**config.mk**
```make
export PLATFORM = sky130hd
export DESIGN_NAME = left_shift_pipe
export DESIGN_NICKNAME = d
export VERILOG_FILES = /design/src/rtl/shift_pkg.sv /design/src/rtl/left_shift_stage.sv /design/src/rtl/left_shift_pipe.sv
export SDC_FILE = /design/constraint.sdc
export NUM_CORES = 1
export LEC_CHECK = 0
export CAP_MARGIN = 10
export CORE_MARGIN = 5
export CORE_UTILIZATION = 57
export CTS_CLUSTER_SIZE = 24
export DETAILED_ROUTE_END_ITERATION = 12
export HOLD_SLACK_MARGIN = 0.03
export PLACE_DENSITY = 0.87
export SYNTH_ARGS = -nofsm -noshare
export SYNTH_HDL_FRONTEND = slang
export SYNTH_SLANG_ARGS = --single-unit
export TNS_END_PERCENT = 1
```
**constraint.sdc**
```tcl
create_clock -name clock -period 1.4 [get_ports clock]
set_input_delay 0.14 -clock clock [delete_from_list [all_inputs] [get_ports clock]]
set_output_delay 0.14 -clock clock [all_outputs]
set_load 0.01 [all_outputs]
```
**src/rtl/shift_pkg.sv**
```systemverilog
// rtl/shift_pkg.sv - shared widths and per-stage record for left_shift_pipe (LSHIFT_ROTATE_EN adds rot)
package shift_pkg;

    localparam int WIDTH   = 32;
    localparam int SHAMT_W = $clog2(WIDTH);
    localparam int TAG_W   = 5;

    typedef struct packed {
        logic               valid;
        logic [WIDTH-1:0]   data;
        logic [SHAMT_W-1:0] shamt;
        logic [TAG_W-1:0]   tag;
`ifdef LSHIFT_ROTATE_EN
        logic               rot;
`endif
    } shift_stage_t;

endpackage

```
**src/rtl/left_shift_stage.sv**
```systemverilog
// rtl/left_shift_stage.sv - one registered layer of the log shifter (shift by 2^STAGE_IDX; rotate under LSHIFT_ROTATE_EN)
module left_shift_stage
    import shift_pkg::*;
#(
    parameter int STAGE_IDX = 0
) (
    input  logic         clock,
    input  logic         reset,
    input  logic         enable,
    input  shift_stage_t prev,
    output shift_stage_t cur
);

    localparam int SH = 1 << STAGE_IDX;

    logic [WIDTH-1:0] layer;
    shift_stage_t     nxt;

    always_comb begin
`ifdef LSHIFT_ROTATE_EN
        if (prev.rot) begin
            layer = {prev.data[WIDTH-SH-1:0], prev.data[WIDTH-1:WIDTH-SH]};
        end else begin
            layer = prev.data << SH;
        end
`else
        layer = prev.data << SH;
`endif
        nxt = prev;
        if (prev.shamt[STAGE_IDX]) begin
            nxt.data = layer;
        end
    end

    always_ff @(posedge clock) begin
        if (reset) begin
            cur <= '0;
        end else if (enable) begin
            cur <= nxt;
        end
    end

endmodule

```
**src/rtl/left_shift_pipe.sv**
```systemverilog
// rtl/left_shift_pipe.sv - 5-stage pipelined logical left shifter with valid/ready and tag (optional LSHIFT_ROTATE_EN)
module left_shift_pipe
    import shift_pkg::*;
(
    input  logic               clock,
    input  logic               reset,
    input  logic               in_valid,
    output logic               in_ready,
    input  logic [WIDTH-1:0]   in_data,
    input  logic [SHAMT_W-1:0] in_shamt,
`ifdef LSHIFT_ROTATE_EN
    input  logic               in_rot,
`endif
    input  logic [TAG_W-1:0]   in_tag,
    output logic               out_valid,
    input  logic               out_ready,
    output logic [WIDTH-1:0]   out_data,
    output logic [TAG_W-1:0]   out_tag
);

    shift_stage_t link [0:SHAMT_W];
    logic         stall;
    logic         unused_tail;

    always_comb begin
        link[0]       = '0;
        link[0].valid = in_valid;
        link[0].data  = in_data;
        link[0].shamt = in_shamt;
        link[0].tag   = in_tag;
`ifdef LSHIFT_ROTATE_EN
        link[0].rot   = in_rot;
`endif
    end

    // A full output that is not being taken freezes the whole pipe.
    assign stall    = link[SHAMT_W].valid & ~out_ready;
    assign in_ready = ~stall;

    for (genvar k = 0; k < SHAMT_W; k++) begin : g_stage
        left_shift_stage #(
            .STAGE_IDX(k)
        ) u_stage (
            .clock (clock),
            .reset (reset),
            .enable(~stall),
            .prev  (link[k]),
            .cur   (link[k+1])
        );
    end

    assign out_valid = link[SHAMT_W].valid;
    assign out_data  = link[SHAMT_W].data;
    assign out_tag   = link[SHAMT_W].tag;

`ifdef LSHIFT_ROTATE_EN
    assign unused_tail = ^{link[SHAMT_W].shamt, link[SHAMT_W].rot};
`else
    assign unused_tail = ^link[SHAMT_W].shamt;
`endif

endmodule

```
==> metrics.csv, run 1 <==
metric,value,unit
status,"complete, but fails checks",
violations,negative setup slack,
design_area,10860,um^2
cts_made_buffers,17,
grt_usage,0.2146,
clock_latency,0.44,ns
multiInputGateArea,4563,um^2
synth_nets,933,
io_buffers,84,
clock-root-buffer,clkbuf_16,
wl_per_cell,17.30,um
first_pass_iters,7,
worstSetupPathType,reg2reg,
place_hpwl,12.73,mm
cp-end-kind,flip-flop,
netlist_area,8786,um^2
htree_levels,4,
nFillCells,1048,
ys_types,15,
seqCellArea,4006,um^2
grt_pass1_vias,6136,
route.detailed.drc,0,
power.density,1106,nW/um^2
dp_slack,-0.1987,ns
hold_viol,0,
nNetsFinal,996,
vias,6569,
clock_path_buffers,2,
synth-seq-cells,200,
slew_viol_final,0,
coreArea,15150,um^2
cts.sinks,200,
utilization,0.7171,
grt_max_degree,48,
die_w,134.2,um
cts_tree,built,
syn_to_final_growth,23.63,%
setup_viol,1,
drt_iter0_markers,471,
antenna_found_initial,0,
slew-limit-headroom,0.7137,
die-area,18000,um^2
top_register,g_stage.u_stage.cur,
pin_count,85,
critPathMaxFanout,18,
yosysSeqAreaShare,0.4557,
die_y,134.2,um
final_cell_mix,"dfxtp_1, mux2i_1, nand2_1",
grt_first_pass_wirelength,31.13,mm
insertedDiodeCount,0,
required,1.71,ns
synthCells,887,
syn_avg_cell_area,9.905,um^2
ys_warn_count,0,
critPathLaunchType,flip-flop,
wl,19.91,mm
finClkSkew,0.009866,ns
fmax,710.4,MHz
setup_slack,-0.007688,ns
initial_core_util,0.5801,
placed_area,9957,um^2
largestRegisters,g_stage.u_stage.cur x200,
timing.final.crit_share,1.005,
worstMarginPinSlew,0.4295,ns
gp_congestion,0.7991,
largest_reg_flops,200,
rsz0062_at_grt,yes,
drive_gt1_frac,0.2741,
maxCapViolCount,0,
period_minus_slack,1.408,ns
hp-class,in2reg,
viasPerCell,5.707,
ant_nets,0,
overflow,0,
leakagePower,4.114,nW
clk_pin_slew_worst_paths,0.07,ns
num_rows,45,
cp.arrival,1.72,ns
peakVddDrop,899.3,uV
final_common_cell,dfxtp_1,
path summary, 6_finish.rpt:
kind                               from                         end  slack [ns]  cells after the start
min reg2reg   g_stage[4].u_stage.cur[4]   g_stage[4].u_stage.cur[4]        0.45                      2
max          g_stage[4].u_stage.cur[42]  g_stage[1].u_stage.cur[20]      -0.008                      7
max reg2reg  g_stage[4].u_stage.cur[42]  g_stage[1].u_stage.cur[20]      -0.008                      7
min                               reset  g_stage[1].u_stage.cur[38]        0.17                      2
stage by stage:
| step | cells | TNS, ns | power, W | hold WS [ns] |
|---|---|---|---|---|
| 6_report | 1151 | -0.007688 | 0.01202 | 0.1670 |
| 5_1_grt | 1151 | -1.464 | 0.01243 | 0.1793 |
| 4_1_cts | 1150 | -0.06970 | 0.01202 | 0.1669 |
| 3_5_place_dp | 1116 | -21.23 | 0.007274 | 0.4434 |
| 3_3_place_gp | 1116 | -16.44 | 0.007243 | 0.4379 |
| 2_1_floorplan | 887 | 0 | 0.006865 | 0.2805 |
what timing repair did:
item                       4_1_cts  5_1_grt
buffers inserted                 2        0
hold buffers                     0        0
pin swaps                        0        3
cloned                           0        1
gates resized for setup         77       70
setup endpoints to repair       39      133
critical path, stage by stage, from the launching register on:
cell and delay, ns:
dfxtp_2 0.32, nor2b_4 0.21, clkinv_8 0.09, buf_12 0.15, buf_12 0.15, buf_12 0.16, nor2_2 0.12, a211oi_2 0.06
where the power goes:
part	total (W)	internal [W]	switching, W
Clock	0.00481	0.00263	0.00218
Sequential	0.00616	0.00593	0.000223
Combinational	0.00105	0.000535	0.000515
Total	0.0120	0.00909	0.00292
logic make-up (layout without fill, tap and decap cells):
group           count (synthesis)  in the layout  share of synthesized area
compound gates                199            199                     0.2076
buf+inv                        87            163                    0.05910
flops                         200            200                     0.4557
mux                           129            129                     0.1470
simple gates                  272            272                     0.1306
final cells by class:
| type | count | share of cell area |
|---|---|---|
| Timing Repair Buffer | 130 | 0.1341 |
| Inverter | 1 | 0.001498 |
| Clock inverter | 11 | 0.01048 |
| Clock buffer | 21 | 0.04331 |
| Sequential cell | 200 | 0.3689 |
| Multi-Input combinational cell | 600 | 0.4201 |
| Tap cell | 188 | 0.02166 |
cells in the mapped netlist, drive strengths merged:
cell type	count	area, um^2
inv	1	6.260
a21oi	70	350.3
nand3b	31	232.7
nand2	109	409.1
mux2i	129	1291
nor2b	1	13.76
dfxtp	200	4004
clkbuf	31	120.1
a211oi	129	1474
nor2	131	491.7
buf	55	392.9
metal layers:
metal	vias to the layer above	share of wire	global-route usage
met5	-	0	0
met4	0	0.024	0.08258
met3	26	0.049	0.04876
met2	183	0.48	0.3335
met1	3103	0.45	0.2928
li1	3257	-	-
(Power assumes the default switching activity.)
==> run 2: changes to the inputs <==
Settings changed: HOLD_SLACK_MARGIN 0.03 to default.
==> results of run 2 <==
Final layout, timing and power as in run 1 (identical DEF).
==> variant: new RTL, flow settings as in run 1 <==
The package constant `TAG_W` goes from 5 to 10.
--- a/src/rtl/shift_pkg.sv
+++ b/src/rtl/shift_pkg.sv
@@ -4,5 +4,5 @@
     localparam int WIDTH   = 32;
     localparam int SHAMT_W = $clog2(WIDTH);
-    localparam int TAG_W   = 5;
+    localparam int TAG_W   = 10;
 
     typedef struct packed {
Ports: changed (resized in_tag and out_tag); port bits go from 85 to 95. No check against the original RTL was run, so the function may have changed too.
==> variant against run 1 <==
  * The flow still finishes with violations (setup timing)
  * Total power rose by 19%
  * Design area rose by 7.1%
  * Sequential cell count rose by 25
  * Setup slack got worse by 0.013 ns
  * Register-to-register slack improved by 0.03 ns
  * Synthesized cell count rose by 12%
  * Sequential power rose by 12%
  * Global-route usage fell by 0.18 points
  * Wire length rose by 8.5%
  * Area after synthesis rose by 6.9%
  * Final cell count rose by 14%
  * Via count rose by 12%
  * Critical endpoint is now in_ready
==> variant: results (changes against run 1) <==
Clock tree:
- The count of H-tree levels built during CTS is 1 (-3).
- The clock latency reported for the late side of the worst-skew pair is 0.50 ns (+0.06 ns).
- The buffer levels on the longest clock path is 3 (+1).
- The number of buffers created by CTS was 23 (+6).

Placement:
- The total placed cells including tap cells is 1264 (+13%).
- The HPWL reported at the end of detailed placement is 13900 um (+8.8%).
- The number of I/O port buffers was 94 (+12%).
- The placer congestion estimate is 0.810 (+1.4%).

Route:
- The first-iteration detailed-routing DRC count is 523 (+11%).
- The wire length after detailed routing is 21600 um (+8.5%).
- The post-detailed-route via-to-cell ratio is 5.60 (-1.9%).
- The number of detailed-routing iterations run before antenna repair came to 5 (-2).
- The routed wire length per instance is 16.5 um (-4.6%).

GRT:
- The pin count of the biggest net entering global routing is 59 (+23%).
- The combined global-route utilization of all metal layers is 21.3% (-0.18 points).
- The global-route wire length before repair was 35100 um (+13%).
- The number of global-route vias before repair was 7071 (+15%).

Setup path:
- The arrival time reported for the critical path endpoint is 1.28 ns (-0.44 ns).
- The worst stage delay on the critical path is 0.33 ns.
- The maximum fanout count along the critical path came to 5 (-13).

Layout:
- The largest registers in the layout are g_stage.u_stage.cur (225).
- The layout cell share with drive strength beyond 1 is 16.3% (-11 points).
- The count of nets after finishing came to 1124 (+13%).
- The number of inserted filler cells in the final layout is 1157 (+10%).
- The final antenna diode count is 0 (unchanged).

Synthesis:
- By count the netlist is led by 225 x dfxtp_1, 159 x nand2_1, 131 x nor2_1, 129 x mux2i_1, 95 x a21oi_1.
- The mean instance size in the synthesized netlist is 9.43 um2 (-4.8%).
- After synthesis, the cell types taking the most area are dfxtp_1 48%, mux2i_1 14%, a211oi_2 8.0%.
- The portion of the post-synthesis area used by sequential elements is 48.0% (+2.4 points).

STA:
- The worst setup skew after layout was 0.00586 ns (-0.00401 ns).
- The final critical-path setup slack is -0.0209 ns (-0.0132 ns).
- The setup violation total in the final timing report is 1 (unchanged).
- The worst max-slew margin expressed relative to the limit came to 74.6% (+3.2 points).

Power:
- The reported net switching power was 0.00314 W (+7.4%).
- The leakage power figure came to 4.56 nW (+11%).

Status:
- The flow ran to the end, but the final reports show violations.
- The checks that failed: setup timing.
## variant: per-stage QoR
stage | power [W] | instance area [um2] | hold WS (ns) | worst slack (ns) | TNS [ns]
5_1_grt | 0.0148 | 11600 | 0.129 | -0.0755 | -0.490
2_1_floorplan | 0.00761 | 9390 | 0.280 | 0.111 | 0
4_1_cts | 0.0144 | 11500 | 0.0850 | -0.0436 | -0.0436
3_3_place_gp | 0.00800 | 10700 | 0.437 | -0.152 | -22.52
3_5_place_dp | 0.00803 | 10700 | 0.443 | -0.238 | -35.09
6_report | 0.0144 | 11600 | 0.0946 | -0.0209 | -0.0209
## variant: repair_timing
| item | in CTS | in global routing |
|---|---|---|
| setup endpoints to repair | 47 | 51 |
| hold endpoints to repair | 13 | 0 |
| gates cloned | 0 | 1 |
| hold buffers | 1 | 0 |
| setup buffers | 1 | 1 |
| resized for setup | 54 | 24 |
## variant: power by group through the flow
stage	combinational, W	sequential (W)	clock [W]
floorplan	0.000666	0.00694	0
global placement	0.00100	0.00699	0
detailed placement	0.00103	0.00700	0
CTS	0.00104	0.00687	0.00652
global route	0.00114	0.00690	0.00680
finish	0.00105	0.00687	0.00644
## variant: area by class of cell
type	instances	area [um2]	share of cell area, %
well taps	220	275	2.37
flip-flops and latches	225	4510	38.7
repair buffers	147	1580	13.6
clock inverters	9	145	1.25
inverters	1	11.3	0.0968
multi-input cells	675	4450	38.3
clock buffers	32	659	5.67
## variant: kinds of logic after synthesis
group           after synthesis  synth area share (%)
simple gates                322                  14.1
flops                       225                  48.0
compound gates              224                  18.6
mux                         129                  13.7
buf+inv                      96                  5.58
## variant: final timing paths
| kind | startpoint | endpoint | slack (ns) | cells after the start |
|---|---|---|---|---|
| worst max-delay path | g_stage[4].u_stage.cur[47] | in_ready | -0.02 | 3 |
| worst min-delay path | in_shamt[0] | g_stage[0].u_stage.cur[38] | 0.09 | 3 |
| worst max register to register | g_stage[4].u_stage.cur[47] | g_stage[2].u_stage.cur[3] | 0.02 | 6 |
| worst min register to register | g_stage[0].u_stage.cur[12] | g_stage[1].u_stage.cur[12] | 0.45 | 2 |
## variant: worst max-delay path: cells and delay by family, from the launching register on
kind | cells | cell delay [ns]
DFF | 1 | 0.33
and+or+nand+nor | 1 | 0.26
buffers and inverters | 2 | 0.20
## variant: metal layers
layer / share of wire [%] / vias to the layer above / global-route usage [%]
li1: - / 3630 / -
met1: 45 / 3484 / 27.9
met2: 48 / 162 / 35.9
met3: 4.3 / 50 / 3.94
met4: 2.7 / 0 / 6.40
met5: 0 / - / 0
